## src/rtl/ibus_responder_if.sv

```systemverilog
// Instruction-bus payload types and the bundle of handshake signals around ibus_responder.
package ibus_pkg;

    typedef struct packed {
        logic        valid;
        logic [63:0] addr;
    } ibus_req_t;

    typedef struct packed {
        logic        addr_ok;
        logic        data_ok;
        logic [31:0] data;
    } ibus_resp_t;

endpackage

// Fetch-side and memory-side signals of the responder; master is the surrounding environment.
interface ibus_responder_if;
    import ibus_pkg::*;

    ibus_req_t   ireq;
    ibus_resp_t  iresp;
    logic        flush;
    logic        mreq_valid;
    logic [63:0] mreq_addr;
    logic        mreq_ready;
    logic        mresp_valid;
    logic [63:0] mresp_data;
    logic [15:0] timeout_cnt;

    modport master (
        output ireq, flush, mreq_ready, mresp_valid, mresp_data,
        input  iresp, mreq_valid, mreq_addr, timeout_cnt
    );

    modport slave (
        input  ireq, flush, mreq_ready, mresp_valid, mresp_data,
        output iresp, mreq_valid, mreq_addr, timeout_cnt
    );

endinterface

```

## src/rtl/ibus_responder.sv

```systemverilog
// Instruction-bus target with a one-doubleword line buffer in front of a 64-bit memory port.
module ibus_responder
    import ibus_pkg::*;
#(
    parameter int unsigned TIMEOUT = 0,
    parameter logic [31:0] TO_DATA = 32'h0000_0013
) (
    input logic             clk,
    input logic             reset,
    ibus_responder_if.slave bus
);

    localparam int unsigned WAIT_W = 32;
    localparam int unsigned TAG_W  = 61;
    localparam int unsigned CNT_W  = 16;

    localparam logic [1:0] IDLE  = 2'd0;
    localparam logic [1:0] MREQ  = 2'd1;
    localparam logic [1:0] MWAIT = 2'd2;
    localparam logic [1:0] RESP  = 2'd3;

    logic [1:0]        state_q;
    logic [1:0]        state_d;
    logic [63:0]       cap_addr;
    logic              buf_valid;
    logic [TAG_W-1:0]  buf_tag;
    logic [63:0]       buf_data;
    logic [WAIT_W-1:0] wait_cnt;
    logic              timed_out;
    logic              flush_pend;
    logic              drop_pend;
    logic [CNT_W-1:0]  timeout_cnt_q;

    logic              hit;
    logic              match;
    logic              mresp_take;
    logic              to_fire;
    logic              flush_any;
    ibus_resp_t        resp_c;

    assign hit        = buf_valid && (bus.ireq.addr[63:3] == buf_tag);
    assign match      = bus.ireq.valid && (bus.ireq.addr == cap_addr);
    // A response owed to a timed-out read is swallowed, never treated as fill data.
    assign mresp_take = bus.mresp_valid && !drop_pend;
    assign to_fire    = (TIMEOUT != 0) && (wait_cnt == WAIT_W'(TIMEOUT - 1)) && !mresp_take;
    // A flush arriving on the fill cycle itself must also keep the fill invalid.
    assign flush_any  = flush_pend || bus.flush;

    assign bus.iresp       = resp_c;
    assign bus.mreq_valid  = (state_q == MREQ);
    assign bus.mreq_addr   = (state_q == MREQ) ? {cap_addr[63:3], 3'b000} : 64'd0;
    assign bus.timeout_cnt = timeout_cnt_q;

    // State register.
    always_ff @(posedge clk or negedge reset) begin
        if (!reset) begin
            state_q <= IDLE;
        end else begin
            state_q <= state_d;
        end
    end

    // Next-state and combinational fetch response.
    always_comb begin
        state_d = state_q;
        resp_c  = '0;
        case (state_q)
            IDLE: begin
                if (bus.ireq.valid) begin
                    resp_c.addr_ok = 1'b1;
                    state_d        = hit ? RESP : MREQ;
                end
            end
            MREQ: begin
                if (bus.mreq_ready) begin
                    state_d = MWAIT;
                end
            end
            MWAIT: begin
                if (mresp_take || to_fire) begin
                    state_d = RESP;
                end
            end
            RESP: begin
                if (match) begin
                    resp_c.data_ok = 1'b1;
                    resp_c.data    = timed_out ? TO_DATA
                                   : (cap_addr[2] ? buf_data[63:32] : buf_data[31:0]);
                end
                state_d = IDLE;
            end
            default: state_d = IDLE;
        endcase
        if (!reset) begin
            resp_c = '0;
        end
    end

    // Capture address, line buffer, wait/timeout counters and flush/drop bookkeeping.
    always_ff @(posedge clk or negedge reset) begin
        if (!reset) begin
            cap_addr      <= 64'd0;
            buf_valid     <= 1'b0;
            buf_tag       <= '0;
            buf_data      <= 64'd0;
            wait_cnt      <= '0;
            timed_out     <= 1'b0;
            flush_pend    <= 1'b0;
            drop_pend     <= 1'b0;
            timeout_cnt_q <= '0;
        end else begin
            if (bus.mresp_valid && drop_pend) begin
                drop_pend <= 1'b0;
            end
            if (bus.flush && (state_q != MWAIT)) begin
                buf_valid <= 1'b0;
            end
            case (state_q)
                IDLE: begin
                    if (bus.ireq.valid) begin
                        cap_addr  <= bus.ireq.addr;
                        timed_out <= 1'b0;
                    end
                end
                MREQ: begin
                    if (bus.mreq_ready) begin
                        wait_cnt <= '0;
                    end
                end
                MWAIT: begin
                    wait_cnt <= wait_cnt + WAIT_W'(1);
                    if (mresp_take) begin
                        buf_tag    <= cap_addr[63:3];
                        buf_data   <= bus.mresp_data;
                        buf_valid  <= !flush_any;
                        flush_pend <= 1'b0;
                    end else if (to_fire) begin
                        timed_out  <= 1'b1;
                        drop_pend  <= 1'b1;
                        flush_pend <= 1'b0;
                        if (flush_any) begin
                            buf_valid <= 1'b0;
                        end
                        if (timeout_cnt_q != {CNT_W{1'b1}}) begin
                            timeout_cnt_q <= timeout_cnt_q + CNT_W'(1);
                        end
                    end else if (bus.flush) begin
                        flush_pend <= 1'b1;
                    end
                end
                default: ;
            endcase
        end
    end

endmodule
```

## src/flat_wrapper.sv

```systemverilog
// flat-port wrapper written by rule: the top's interface ports become plain ports
module ibus_responder_flat import ibus_pkg::*;
#(
    parameter int unsigned TIMEOUT = 0,
    parameter logic [31:0] TO_DATA = 32'h0000_0013
)
  (clk, reset, bus_ireq, bus_flush, bus_mreq_ready, bus_mresp_valid, bus_mresp_data, bus_iresp, bus_mreq_valid, bus_mreq_addr, bus_timeout_cnt);
  ibus_responder_if bus_i ();
  input logic clk;
  input logic reset;
  input wire logic [$bits(bus_i.ireq)-1:0] bus_ireq;
  input wire logic [$bits(bus_i.flush)-1:0] bus_flush;
  input wire logic [$bits(bus_i.mreq_ready)-1:0] bus_mreq_ready;
  input wire logic [$bits(bus_i.mresp_valid)-1:0] bus_mresp_valid;
  input wire logic [$bits(bus_i.mresp_data)-1:0] bus_mresp_data;
  output wire logic [$bits(bus_i.iresp)-1:0] bus_iresp;
  output wire logic [$bits(bus_i.mreq_valid)-1:0] bus_mreq_valid;
  output wire logic [$bits(bus_i.mreq_addr)-1:0] bus_mreq_addr;
  output wire logic [$bits(bus_i.timeout_cnt)-1:0] bus_timeout_cnt;
  assign bus_i.ireq = bus_ireq;
  assign bus_i.flush = bus_flush;
  assign bus_i.mreq_ready = bus_mreq_ready;
  assign bus_i.mresp_valid = bus_mresp_valid;
  assign bus_i.mresp_data = bus_mresp_data;
  assign bus_iresp = bus_i.iresp;
  assign bus_mreq_valid = bus_i.mreq_valid;
  assign bus_mreq_addr = bus_i.mreq_addr;
  assign bus_timeout_cnt = bus_i.timeout_cnt;
  ibus_responder #(.TIMEOUT(TIMEOUT), .TO_DATA(TO_DATA)) u_core (.clk(clk), .reset(reset), .bus(bus_i));
endmodule
```

## config.mk

```make
export PLATFORM = sky130hd
export DESIGN_NAME = ibus_responder_flat
export DESIGN_NICKNAME = d
export VERILOG_FILES = /design/src/rtl/ibus_responder_if.sv /design/src/rtl/ibus_responder.sv /design/src/flat_wrapper.sv
export SDC_FILE = /design/constraint.sdc
export NUM_CORES = 1
export LEC_CHECK = 0
export BUFFER_PORTS_ARGS = -buffer_cell sky130_fd_sc_hd__buf_2
export CORE_MARGIN = 3
export CORE_UTILIZATION = 45
export CTS_CLUSTER_SIZE = 30
export DETAILED_ROUTE_END_ITERATION = 10
export GPL_TIMING_DRIVEN = 1
export PLACE_DENSITY = 0.72
export SYNTH_ARGS = -nofsm -noshare
export SYNTH_HDL_FRONTEND = slang
export SYNTH_SLANG_ARGS = --single-unit
```

## constraint.sdc

```tcl
create_clock -name clk -period 1.95 [get_ports clk]
set_input_delay 0.0975 -clock clk [delete_from_list [all_inputs] [get_ports clk]]
set_output_delay 0.0975 -clock clk [all_outputs]
set_load 0.005 [all_outputs]
```

# Yosys cells after proc, flatten, opt, wreduce, memory -nomap -nowiden
# Index checks and enable logic that the tools add are counted.
# classes
n_eq_ne,9
muxes,17
reduce_logical,11
# op_table
operator,n
33-bit two-way mux,2
64-bit equality test,1
64-bit two-way mux,1
61-bit equality test,1
34-bit two-way mux,1
32-bit two-way mux,1
2-bit two-way mux,4
2-bit one-hot mux with 4 select lines,1
1-bit two-way mux,7
"2-bit != test, second input constant",3
2-bit AND reduction,3
"2-bit equality test, second input constant",2
1-bit logical AND,3
3-bit AND reduction,1
"2-bit by 1-bit equality test with 1-bit output, second input constant",1
2-bit zero test,1
"2-bit by 1-bit != test with 1-bit output, second input constant",1
2-bit nonzero test,1
1-bit zero test,1
1-bit logical OR,1
# totals
ff_bits,193
out_inout_bits,115
elab_cells,43

# Logic depth before layout (Yosys ltp)
# Gate-level depths: netlist of the first run.
# logic_depth
word_depth,5
mapped_depth,8
mapped_depth_nobuf,8

# Least setup slack after synthesis of the first run
# Ideal clock, no wire load.
# synth_timing
path_kind,register to register
startpoint,register u_core.state_q[0]
endpoint,register u_core.buf_data[0]
setup_time_ps,125
t_arrival_ps,1763
path_slack_ps,62
stages_incl_launch_ff,7
n_path_buf,2
cell_sequence,dfrtp_1 -> inv_1 -> ha_1 -> nand2_1 -> clkbuf_1 -> buf_2 -> mux2_2
# synth_between
elab_chain_len,2
# synth_rtl
element,line_no,rtl
"start, declared",ibus_responder.sv:22,logic [1:0] state_q;
"start signal, assigned",ibus_responder.sv:59,state_q <= state_d;
2-bit equality test,ibus_responder.sv:118,case (state_q)
2-bit AND reduction (no source line),-,
"end signal, assigned",ibus_responder.sv:134,buf_data <= bus.mresp_data;
"end, declared",ibus_responder.sv:27,logic [63:0] buf_data;
# No other way between the ends.
# A chain may end at the register's enable or synchronous reset.

# Final worst setup path of the first run
# layout_timing
startpoint,register u_core.cap_addr[7]
endpoint,output port bus_iresp[22]
# layout_between
elab_chain_len,5
# layout_rtl
element,line_no,rtl
"start, declared",ibus_responder.sv:24,logic [63:0] cap_addr;
"start signal, assigned",ibus_responder.sv:121,cap_addr <= bus.ireq.addr;
64-bit equality test,ibus_responder.sv:42,assign match = bus.ireq.valid && (bus.ireq.addr == cap_addr);
1-bit logical AND,ibus_responder.sv:42,
33-bit two-way mux,ibus_responder.sv:85,if (match) begin
33-bit two-way mux,ibus_responder.sv:67,case (state_q)
34-bit two-way mux,ibus_responder.sv:94,if (!reset) begin
"end, declared",flat_wrapper.sv:16,output wire logic [$bits(bus_i.iresp)-1:0] bus_iresp;
# No other way between the ends.

==> results.py, run 1 <==
metrics = {
    "power_and_ir_drop": {
        "ir_drop_v": 0.0007168,
        "cellLeakagePower_nw": 6.266,
        "power.total_mw": 18.83,
        "p_per_area_nw_per_um2": 1416,
    },
    "route": {
        "routed_wirelength_mm": 27.09,
        "ant_nets": 0,
        "vias": 7411,
        "avgRoutedWirePerCell_um": 18.49,
        "route.detailed.drc": 0,
        "firstDrtPassIters": 5,
        "vias_per_cell": 5.059,
        "drtIter0Drc": 441,
    },
    "placed_design": {
        "port_buffers": 229,
        "gp_congestion": 0.8923,
        "dp_slack_ns": -0.1402,
        "hpwl_mm": 18.68,
    },
    "timing": {
        "maxSlewHeadroom_pct": 40.64,
        "max_freq_ghz": 0.3965,
        "period_share_pct": 129.3,
        "setup_viol": 33,
        "tns_ns": -17.62,
        "finalHoldViolCount": 0,
        "grt_setup_unrepaired": "yes",
        "tightest_slew_ns": 0.8903,
        "drv_slew": 0,
        "fin_crit_ns": 2.522,
        "skew_ns": 0.004919,
        "hold_ws_ns": 0.02034,
        "setup_ws_ns": -0.5719,
    },
    "die": {
        "start_util_pct": 45.92,
        "die_width_um": 152.7,
        "fp.dieArea_um2": 23320,
        "ios": 249,
        "coreArea_um2": 21090,
        "die_y_um": 152.7,
        "num_rows": 53,
    },
    "final_layout": {
        "layout.nets": 1312,
        "fill_cells": 1671,
        "layout-drive-gt1-share_pct": 42.43,
        "area_growth_pct": 37.35,
    },
    "run": {
        "cap_violations": 0,
    },
    "hold_path": {
        "worstHoldPathType": "input port to register",
        "hold_path_depth": 2,
    },
    "synth": {
        "yosysWarningCount": 0,
        "ys_ff_latch": 193,
        "syn_avg_cell_area_um2": 12.31,
        "netlist_area_um2": 9684,
        "synthCells": 787,
        "synth_cell_types": 38,
        "seq_area_frac_synth_pct": 49.87,
    },
    "status": {
        "outcome": "finished, violations left",
        "violations": "setup timing",
    },
    "critical_path": {
        "cp_data_required_time_ns": 1.85,
        "path_class": "register to output port",
        "worst-r2r-cell-count": 6,
        "crit_path_end_kind": "output port",
        "arrival_ns": 2.42,
        "critPathLaunchType": "register",
        "cp_max_fo": 33,
    },
    "clock_tree": {
        "clkSinkCount": 193,
        "cts_buffers": 17,
        "cts_setup_buffers": 0,
        "cts_tree": "built",
        "root_buffer": "clkbuf_16",
        "cts_max_path_buffers": 2,
        "clk_pin_slew_ns": 0.07,
        "h-tree-depth": 4,
        "clk_latency_ns": 0.43,
    },
    "global_route": {
        "grtUsageTotal_pct": 22.97,
        "grt_pass1_wl_mm": 42.23,
        "grt_start_max_net_pins": 110,
        "grt_pass1_vias": 7724,
        "antenna_found_initial": 7,
        "grt_overflow": 0,
    },
}
## final timing paths
kind	start	end	slack (ns)
min	bus_ireq[9]	u_core.cap_addr[9]	0.02
max	u_core.cap_addr[7]	bus_iresp[22]	-0.57
min in group asynchronous	reset	u_core.buf_tag[14]	0.34
min reg2reg	u_core.flush_pend	u_core.buf_valid	0.45
max reg2reg	u_core.buf_tag[54]	u_core.state_q[1]	0.06
max in group asynchronous	reset	u_core.buf_tag[20]	0.58
## critical path, stage by stage, from the launching register on
cell and delay [ns]:
dfrtp_1 0.41, xnor2_2 0.20, buf_4 0.14, nand4_1 0.16
nor4_2 0.33, buf_4 0.17, nand4_4 0.10, buf_12 0.20
nor2_1 0.13, buf_2 0.14
## flip-flops by register name, summed over array words and instances (netlist names)
| signal | cells |
|---|---|
| u_core.buf_valid | 1 |
| u_core.cap_addr | 64 |
| u_core.buf_data | 64 |
| u_core.state_q | 2 |
| u_core.buf_tag | 61 |
| u_core.flush_pend | 1 |
## area by class of cell
type                            instances  area (µm²)  area share (%)
Antenna cell                            7       17.52          0.1317
Clock buffer                           19       442.9           3.330
Clock inverter                         10       90.09          0.6773
Inverter                               24       90.09          0.6773
Multi-Input combinational cell        536        4627           34.79
Sequential cell                       193        4831           36.32
Tap cell                              275       344.1           2.587
Timing Repair Buffer                  401        2859           21.49
## synthesized netlist by cell type (all sizes together)
cell     number  area, µm²
a221oi        3      26.28
nand3         1      5.000
a22oi         1      7.510
clkbuf       23      86.33
o22ai         5      31.28
ha            5      62.56
o31ai         1      7.510
a2111oi       1      15.01
o21ai        12      60.06
nand2        12      45.04
and4          1      8.760
and3          1      6.260
dfrtp       193       4830
mux2        180       2027
o32a          1      10.01
o2bb2ai       2      17.52
o221ai        1      8.760
buf          29      209.0
nand4        23      150.1
o2111ai       3      26.28
mux2i        32      320.3
xor2         32      280.3
nor3          2      15.01
nor2         36      135.1
xnor2        75      656.9
nor4         12      75.07
nor2b         1      6.260
nand2b        9      56.30
and2         61      381.6
a21oi         4      23.77
inv          24      90.09
conb          1      3.750
## kinds of logic (layout without fill, tap and decap cells)
logic type | Yosys count | count (layout) | share of synthesized area (%)
buffers and inverters | 76 | 454 | 3.979
adder cells (fa/ha/maj) | 5 | 5 | 0.6460
AND/OR/NAND/NOR | 159 | 159 | 9.134
AO/OA/AOI/OAI | 34 | 34 | 2.416
multiplexers | 212 | 212 | 24.24
XOR/XNOR | 107 | 107 | 9.677
flip-flops | 193 | 193 | 49.87
other | 1 | 26 | 0.03872
## routing by layer
metal  GRT usage [%]  vias up  share of wire (%)
li1                -     3448                  -
met1           30.76     3667                 44
met2           35.97      233                 46
met3           5.112       63                6.0
met4           10.22        0                4.1
met5               0        -                  0
## what timing repair did
action,CTS,global route
hold endpoints to repair,247,0
endpoints found under the setup margin,33,35
pin swaps,1,4
hold buffers,125,0
resized for setup,3,9
## through the flow
| step | util, % | area (µm²) | cells |
|---|---|---|---|
| 2_1_floorplan | - | 9752 | 805 |
| 3_3_place_gp | 54.17 | 11420 | 1304 |
| 3_5_place_dp | 54.17 | 11420 | 1304 |
| 4_1_cts | 62.73 | 13230 | 1458 |
| 5_1_grt | 63.08 | 13300 | 1465 |
| 6_report | 63.08 | 13300 | 1465 |
## where the power goes
part | switching (mW) | internal (mW) | total (mW)
combinational | 3.48 | 4.55 | 8.04
sequential | 1.47 | 6.07 | 7.54
clock | 1.49 | 1.77 | 3.26
## cells in the final DEF, fill, tap and decap left out, drive strengths merged, types with 2 or more instances in the layout
master and n:
nand4 23, a21oi 4, o2bb2ai 2, xnor2 75, conb 19, nand2 12
xor2 32, clkinv 5, mux2 180, nor3 2, dlygate4sd3 125, o21ai 12
inv 25, and2 61, o22ai 5, dfrtp 193, a221oi 3, ha 5
diode 7, mux2i 32, buf 275, clkbuf 20, clkinvlp 3, nor2 36
nor4 12, o2111ai 3, nand2b 9
No activity file was read; power rests on OpenSTA's default activity.
==> inputs of run 2 (changes only) <==
--- a/config.mk
+++ b/config.mk
@@ -11,6 +11,7 @@
 export CTS_CLUSTER_SIZE = 30
 export DETAILED_ROUTE_END_ITERATION = 10
 export GPL_TIMING_DRIVEN = 1
+export MAX_ROUTING_LAYER = met4
 export PLACE_DENSITY = 0.72
 export SYNTH_ARGS = -nofsm -noshare
 export SYNTH_HDL_FRONTEND = slang
==> results.py, run 2 (synthesis results as in run 1) <==
metrics = {
    "final_layout": {
        "multi_input_area_um2": 4637,
        "fill_cells": 1667,
        "final_cells": 1466,
        "layout-drive-gt1-share_pct": 42.57,
        "mostFrequentLayoutCell": "buf_2",
        "finalInstanceArea_um2": 13340,
        "seq_area_um2": 4831,
        "final_cell_mix": "buf_2, dfrtp_1, mux2_2",
        "layout.nets": 1313,
        "area_growth_pct": 37.71,
        "reg.largest.list": "u_core.buf_data: 64 flops, u_core.cap_addr: 64 flops, u_core.buf_tag: 61 flops",
    },
    "power_and_ir_drop": {
        "pwr-share-seq_pct": 39.8,
        "power.total_mw": 18.96,
        "ir_drop_v": 0.0007123,
        "intPower_mw": 12.45,
        "p_per_area_nw_per_um2": 1421,
        "p_switching_mw": 6.509,
        "combPwrFrac_pct": 43.0,
        "cellLeakagePower_nw": 6.278,
        "clkPwrFrac_pct": 17.2,
        "netSwitchingFraction_pct": 34.34,
    },
    "route": {
        "ant_nets": 0,
        "drt-met1-wl_mm": 12.00,
        "avgRoutedWirePerCell_um": 18.61,
        "vias_per_cell": 5.073,
        "route.detailed.drc": 0,
        "drtIter0Drc": 487,
        "met2_length_mm": 12.61,
        "firstDrtPassIters": 5,
        "routed_wirelength_mm": 27.28,
        "wl_met3_mm": 1.566,
        "vias": 7437,
        "highest_layer": "met4",
    },
    "global_route": {
        "grt_pass1_vias": 7720,
        "grtUsageTotal_pct": 23.68,
        "grt_start_max_net_pins": 110,
        "antenna_found_initial": 7,
        "grt_pass1_wl_mm": 42.23,
        "grt_overflow": 0,
    },
    "critical_path": {
        "crit_chain": "xnor2_2 -> nand4_1 -> nor4_2 -> buf_4 -> nand4_4 -> buf_12 -> nor2_1 -> buf_2",
        "arrival_ns": 2.44,
        "crit_path_end_kind": "output port",
        "cpMaxStageDelayCell": "dfrtp_1",
        "critPathBufInv": 3,
        "critPathLaunchType": "register",
        "path_class": "register to output port",
        "cp_data_required_time_ns": 1.85,
        "cp_max_fo": 33,
        "slowest_delay_ns": 0.41,
        "crit_family": "simple AND/OR/NAND/NOR gates",
    },
    "die": {
        "die_width_um": 152.7,
        "start_util_pct": 45.92,
        "coreArea_um2": 21090,
        "fp.dieArea_um2": 23320,
        "die_y_um": 152.7,
        "ios": 249,
        "num_rows": 53,
    },
    "run": {
        "cap_violations": 0,
    },
    "status": {
        "outcome": "finished, violations left",
        "violations": "setup timing",
    },
    "clock_tree": {
        "cts_tree": "built",
        "cts_setup_buffers": 0,
        "clk_pin_slew_ns": 0.07,
        "cts_max_path_buffers": 2,
        "clk_latency_ns": 0.43,
        "clkSinkCount": 193,
        "root_buffer": "clkbuf_16",
        "cts_buffers": 17,
        "h-tree-depth": 4,
    },
    "hold_path": {
        "worstHoldPathType": "input port to register",
    },
    "timing": {
        "skew_ns": 0.003924,
        "tightest_slew_ns": 0.8894,
        "setup_ws_ns": -0.5913,
        "drv_slew": 0,
        "period_share_pct": 130.3,
        "max_freq_ghz": 0.3935,
        "setup_viol": 33,
        "grt_setup_unrepaired": "yes",
        "fin_crit_ns": 2.541,
        "maxSlewHeadroom_pct": 40.71,
        "tns_ns": -18.01,
        "finalHoldViolCount": 0,
    },
    "placed_design": {
        "port_buffers": 229,
        "placedCellCount": 1304,
        "post_dp_cell_area_um2": 11420,
        "dp_slack_ns": -0.1402,
        "hpwl_mm": 18.68,
        "gp_congestion": 0.9074,
    },
}
-- run 2: changes by cell type in the layout (fill, tap and decap cells not counted) --
cell | before | now
inv_2 | 0 | 1
inv_1 | 24 | 23
clkbuf_16 | 17 | 18
ha_2 | 1 | 0
ha_4 | 0 | 1
-- run 2: through the flow --
stage          hold slack [ns]  utilization, %
3_5_place_dp          -0.02690           54.17
5_1_grt                0.01866           63.24
4_1_cts               0.002848           62.73
2_1_floorplan          -0.1981               -
3_3_place_gp          -0.02713           54.17
6_report               0.02195           63.24
-- run 2: final cells by class --
class,instances,area share (%)
clock buffer,19,3.321
clock inverter,10,0.6755
timing repair buffer,402,21.63
inverter,24,0.6755
sequential,193,36.22
multi-input combinational,536,34.77
antenna,7,0.1313
tap,275,2.580
-- run 2: per-layer routing --
| layer | vias to the layer above | track usage, % |
|---|---|---|
| li1 | 3449 | - |
| met1 | 3666 | 31.09 |
| met2 | 260 | 35.87 |
| met3 | 62 | 4.601 |
| met4 | 0 | 10.61 |
| met5 | - | - |
-- run 2: repair_timing --
item,CTS,global route
pin swaps,1,4
gates resized for setup,3,11
hold buffers,125,0
cloned,0,1
endpoints found under the hold margin,247,0
endpoints found under the setup margin,33,36
-- run 2: final timing paths --
| check | slack [ns] | end | cells past startpoint | start |
|---|---|---|---|---|
| setup / recovery | -0.59 | bus_iresp[22] | 8 | u_core.cap_addr[36] |
| hold / removal | 0.02 | u_core.cap_addr[9] | 2 | bus_ireq[9] |
| setup reg to reg | 0.07 | u_core.state_q[1] | 6 | u_core.buf_tag[54] |
| hold reg to reg | 0.45 | u_core.buf_valid | 1 | u_core.flush_pend |
| max in group asynchronous | 0.58 | u_core.buf_tag[20] | 3 | reset |
| min in group asynchronous | 0.34 | u_core.buf_tag[14] | 2 | reset |
-- run 2: worst register-to-register path: cells and delay by family (launching register included) --
| family | cells | cell delay, ns |
|---|---|---|
| AO/OA/AOI/OAI | 3 | 0.85 |
| XOR/XNOR | 1 | 0.18 |
| flip-flops | 1 | 0.39 |
| AND/OR/NAND/NOR | 2 | 0.40 |
-- run 2: power by group through the flow --
stage	Clock, mW	Sequential (mW)	Combinational (mW)
after floorplan	0	7.20	5.10
after global placement	0	7.40	7.62
after detailed placement	0	7.52	7.74
after CTS	3.31	7.46	7.99
after global routing	3.51	7.77	8.82
final	3.26	7.54	8.15
